===== config.mk =====
export PLATFORM = sky130hd
export DESIGN_NAME = sim_run_ctrl
export DESIGN_NICKNAME = d
export VERILOG_FILES = /design/src/rtl/sim_run_ctrl.sv
export SDC_FILE = /design/constraint.sdc
export NUM_CORES = 1
export LEC_CHECK = 0
export CORE_UTILIZATION = 45
export DETAILED_ROUTE_END_ITERATION = 6
export HOLD_SLACK_MARGIN = 0.05
export PLACE_DENSITY = 0.75
export SLEW_MARGIN = 25
export SYNTH_ARGS = -nofsm -noshare
export SYNTH_HDL_FRONTEND = slang
export SYNTH_SLANG_ARGS = --single-unit

===== constraint.sdc =====
create_clock -name clk -period 2 [get_ports clk]
set_input_delay 0.4 -clock clk [delete_from_list [all_inputs] [get_ports clk]]
set_output_delay 0.4 -clock clk [all_outputs]
set_load 0.02 [all_outputs]

===== src/rtl/sim_run_ctrl.sv =====
// Run controller for the single-cycle MIPS harness: sequences core reset, counts run/write
// cycles and stops on a self-loop halt or a watchdog timeout.
module sim_run_ctrl #(
    parameter int PC_WIDTH    = 32,
    parameter int CNT_WIDTH   = 32,
    parameter int RST_CYCLES  = 2,
    parameter int HALT_REPEAT = 4,
    parameter int MAX_CYCLES  = 100000
) (
    input  logic                 clk,
    input  logic                 reset,
    input  logic [PC_WIDTH-1:0]  pc,
    input  logic                 grf_we,
    input  logic                 dm_we,
    output logic                 cpu_reset,
    output logic                 running,
    output logic [CNT_WIDTH-1:0] cycle_cnt,
    output logic [CNT_WIDTH-1:0] wr_cnt,
    output logic                 halted,
    output logic                 timeout,
    output logic                 done
);

    localparam int RW = (RST_CYCLES  > 1) ? $clog2(RST_CYCLES + 1)  : 1;
    localparam int SW = (HALT_REPEAT > 1) ? $clog2(HALT_REPEAT + 1) : 1;
    localparam logic [CNT_WIDTH-1:0] CNT_ONE  = {{(CNT_WIDTH-1){1'b0}}, 1'b1};
    localparam logic [CNT_WIDTH-1:0] CNT_LAST = CNT_WIDTH'(MAX_CYCLES - 1);
    localparam logic [RW-1:0]        RST_LAST = RW'(RST_CYCLES - 1);
    localparam logic [SW-1:0]        SAME_MAX = SW'(HALT_REPEAT);
    localparam logic [SW-1:0]        SAME_HIT = SW'(HALT_REPEAT - 1);

    typedef enum logic [1:0] {
        ST_RST,
        ST_RUN,
        ST_HALT,
        ST_TOUT
    } state_t;

    state_t              state;
    logic [RW-1:0]       rst_cnt;
    logic [SW-1:0]       same_cnt;
    logic                pc_valid;
    logic [PC_WIDTH-1:0] pc_q;
    logic                idle;
    logic                wr_any;

    function automatic logic [SW-1:0] sat_inc(input logic [SW-1:0] v);
        return (v == SAME_MAX) ? v : v + SW'(1);
    endfunction

    assign wr_any = grf_we | dm_we;
    // The very first RUN sample has no previous PC to compare against, hence pc_valid.
    assign idle   = pc_valid && (pc == pc_q) && !wr_any;

    always_ff @(posedge clk) begin
        if (!reset) begin
            state     <= ST_RST;
            rst_cnt   <= '0;
            cpu_reset <= 1'b1;
            running   <= 1'b0;
            cycle_cnt <= '0;
            wr_cnt    <= '0;
            same_cnt  <= '0;
            pc_valid  <= 1'b0;
            pc_q      <= '0;
            halted    <= 1'b0;
            timeout   <= 1'b0;
            done      <= 1'b0;
        end else begin
            case (state)
                ST_RST: begin
                    rst_cnt <= rst_cnt + RW'(1);
                    if (rst_cnt == RST_LAST) begin
                        state     <= ST_RUN;
                        cpu_reset <= 1'b0;
                        running   <= 1'b1;
                    end
                end
                ST_RUN: begin
                    cycle_cnt <= cycle_cnt + CNT_ONE;
                    if (wr_any) wr_cnt <= wr_cnt + CNT_ONE;
                    pc_q     <= pc;
                    pc_valid <= 1'b1;
                    same_cnt <= idle ? sat_inc(same_cnt) : '0;
                    // Halt has priority over the watchdog when both fire on the same edge.
                    if (idle && (same_cnt == SAME_HIT)) begin
                        state   <= ST_HALT;
                        halted  <= 1'b1;
                        done    <= 1'b1;
                        running <= 1'b0;
                    end else if (cycle_cnt == CNT_LAST) begin
                        state   <= ST_TOUT;
                        timeout <= 1'b1;
                        done    <= 1'b1;
                        running <= 1'b0;
                    end
                end
                default: begin
                    running <= 1'b0;
                end
            endcase
        end
    end

endmodule


==> results.md <==
- Status: complete, no violations
- Max VDD drop: 0.4572 mV
- Top cell type's share of synthesized area: 42.28%
- Required @ worst endpoint: 2.23 ns
- Seq/Total Area, Yosys: 42.28%
- Avg WL per Cell: 13.81 um
- Post-Synth Simple-Gate Area: 29.75%
- Synth Flop Type: dfxtp_1
- Combinational power share: 20.1%
- Commonest non-fill, non-tap cells in the layout: dfxtp_1 (107), nand2_1 (100), clkdlybuf4s50_1 (88)
- Hold Path Origin: pc[31]
- Core Region: 10980 um2
- Max Fclk: 0.5138 GHz
- Die W: 109.1 um
- Antenna Nets Post-Route: 0
- Final Max Slew Viols: 0
- Clock Pin Slew Worst Setup and Hold Paths: 0.07 ns
- Period Utilization, post-route: 97.32%
- Final nets: 742
- H-Tree Depth: 3
- WS Path Type: in2reg
- Max Cap Violations: 0
- Total Routing Usage GR: 20.04%
- Synth Area in Adders: 1.455%
- Synth warnings: 0
- Synth top area cells: dfxtp_1 (42%), xor2_1 (7.8%), xnor2_1 (7.5%)
- Mapped Nets: 614
- Sw frac: 27.94%
- Critical path peak fanout: 8
- Hold_buf cts: 0
- Port bufs: 104
- Setup crit start: pc[13]
- Worst min-delay path class: in2reg
- Fill count: 950
- Initial antenna violation count: 0
- Syn Area/Cell: 9.023 um2
- Yosys reg bits: 109
- Final min period: 1.946 ns
- Pin count of the biggest net entering global routing: 50
- Area Overhead vs Synth: 34.81%
- Pint: 0.003815 W
- Number of flops mapped to enable cells by yosys: 0
- Most common cell after layout, fill and taps aside: dfxtp_1
- Setup WS pre-CTS: -0.4288 ns
- Vias: 4332
- Final setup violating endpoints: 0
- Pleak: 2.781 nW
- Mapped cell area: 5161 um2
- Net Sw Power: 0.001479 W
- Slew HR: 61.58%
- Die ar.: 11900 um2
- Setup_tns: 0 ns
- Clock root buffer: clkbuf_16
- Pre-antenna DRT Iters: 4
- CTS tree: built
- Compound-Gate Fraction of Synth Area: 8.679%
- Largest family of logic cells by synthesized area: simple AND/OR/NAND/NOR gates
- Crit path arrival time: 2.17 ns
- DP HPWL: 8341 um
- CTS Sinks: 109
- Cell Rows: 38
- Power share of the clock group: 32.6%
- CTS Buf Count: 9
- Worst Setup End Kind: flip-flop
- Starting density of the core: 46.99%
- Yosys cell types: 42
- Remaining Overflow, GRT: 0
- Number of global-route vias before repair: 4116
- PwrDens: 760.9 nW/um2
- Mux cell area share after synthesis: 0%
- DR iter-0 viols: 145
- Vias/cell: 5.151
- Residual DRC: 0
- Max Clock Skew: 0.008575 ns
- IO Pins: 105
- CTS Buffer Depth: 2
- Clk_lat worst skew: 0.34 ns
- CP startpoint kind: input port
- Seq pwr share: 47.4%
- Die Ht: 109.1 um
- Yosys top cell by area: dfxtp_1
- Layout cells sized above 1: 11.13%
- First-pass GRT wire length: 18970 um
- Crit Reg-Reg Startpoint: pc_q[11]
- Cells after Synth: 572
- Final Hold Fails: 0
- Final RePlAce weighted congestion: 0.8843
- XOR/XNOR Fraction of Synth Area: 15.27%
- Ant diodes: 0
- Slew @ Worst Pin: 0.5737 ns
- FFs w/ async S/R, synth: 0%
- Final wirelength: 11610 um
- Utilization after layout: 63.35%
- Worst Setup Slack, final: 0.05361 ns
[synthesized netlist by cell type, types with 2 or more instances]
master	n
nor3_1	2
nand2_1	100
nand4_1	21
nand3_1	28
and2_1	56
nor2_1	8
o211a_1	2
a21boi_0	41
xnor2_1	44
nor3b_1	2
clkbuf_1	21
and4_1	8
and3_1	9
ha_1	6
nor4_4	4
xor2_1	46
nor2b_1	9
o21ai_0	11
a31o_2	2
or3_1	5
nor4_1	12
dfxtp_1	109
inv_1	7
[flip-flops by register name (all words and copies together) (netlist names)]
signal	flops
wr_cnt	32
state	2
cycle_cnt	32
done	1
running	1
halted	1
pc_valid	1
rst_cnt	2
cpu_reset	1
timeout	1
pc_q	32
same_cnt	3
[power groups by stage]
| stage | Combinational, W | Clock, W | Sequential [W] |
|---|---|---|---|
| after detailed placement | 0.00104 | 0 | 0.00256 |
| after floorplan | 0.000656 | 0 | 0.00257 |
| final | 0.00106 | 0.00172 | 0.00251 |
| after global routing | 0.00120 | 0.00185 | 0.00253 |
| after CTS | 0.00106 | 0.00176 | 0.00251 |
| after global placement | 0.00101 | 0 | 0.00255 |
[metrics by stage]
stage          hold slack [ns]  power (W)  cells  cell area, um2
6_report                0.3654   0.005294    841            6958
3_5_place_dp            0.4632   0.003594    829            6581
3_3_place_gp            0.4436   0.003551    829            6581
2_1_floorplan           0.4403   0.003230    572            5164
5_1_grt                 0.3743   0.005574    841            6958
4_1_cts                 0.4497   0.005327    841            6878
[timing repair]
item | in CTS | in global routing
pin swaps | 4 | 12
gates resized for setup | 5 | 23
gates cloned | 0 | 0
endpoints found under the setup margin | 5 | 17
buffers inserted | 0 | 0
[logic make-up (layout without fill, tap and decap cells)]
family / count (synthesis) / in the layout
and+or+nand+nor: 273 / 273
adders and majority gates: 6 / 6
xor gates and xnor gates: 90 / 90
buffers and inverters: 32 / 161
AOI/OAI and AO/OA: 62 / 62
DFF: 109 / 109
[area by class of cell]
cell class	count	area [um2]	area share [%]
Timing Repair Buffer	142	1380	19.83
Clock inverter	2	37.54	0.5395
Multi-Input combinational cell	431	2915	41.90
Clock buffer	10	239.0	3.435
Sequential cell	109	2185	31.40
Inverter	7	26.28	0.3776
Tap cell	140	175.2	2.518
[final timing paths]
kind                    end  slack [ns]  cells past startpoint
setup reg to reg    running        0.12                      7
hold reg to reg   cpu_reset        0.47                      2
hold / removal     pc_q[31]        0.37                      3
setup / recovery    running        0.05                      8
[routing by layer]
metal  share of wire, %  up-vias  global-route usage [%]  routed length, um
met2                 48      101                   34.14               5629
met1                 46     2028                   25.53               5364
met5                  0        -                       0                  0
li1                   -     2182                       -                  -
met3                3.7       21                   3.168                434
met4                1.6        0                   6.950                182
[critical path, cell delays in order]
cell	delay, ns
clkdlybuf4s50_1	0.44
xor2_1	0.17
nor4_2	0.28
nand4_1	0.17
nor4_4	0.23
buf_4	0.19
a21oi_1	0.09
o211a_1	0.21
No activity file was read; power rests on OpenSTA's default activity.
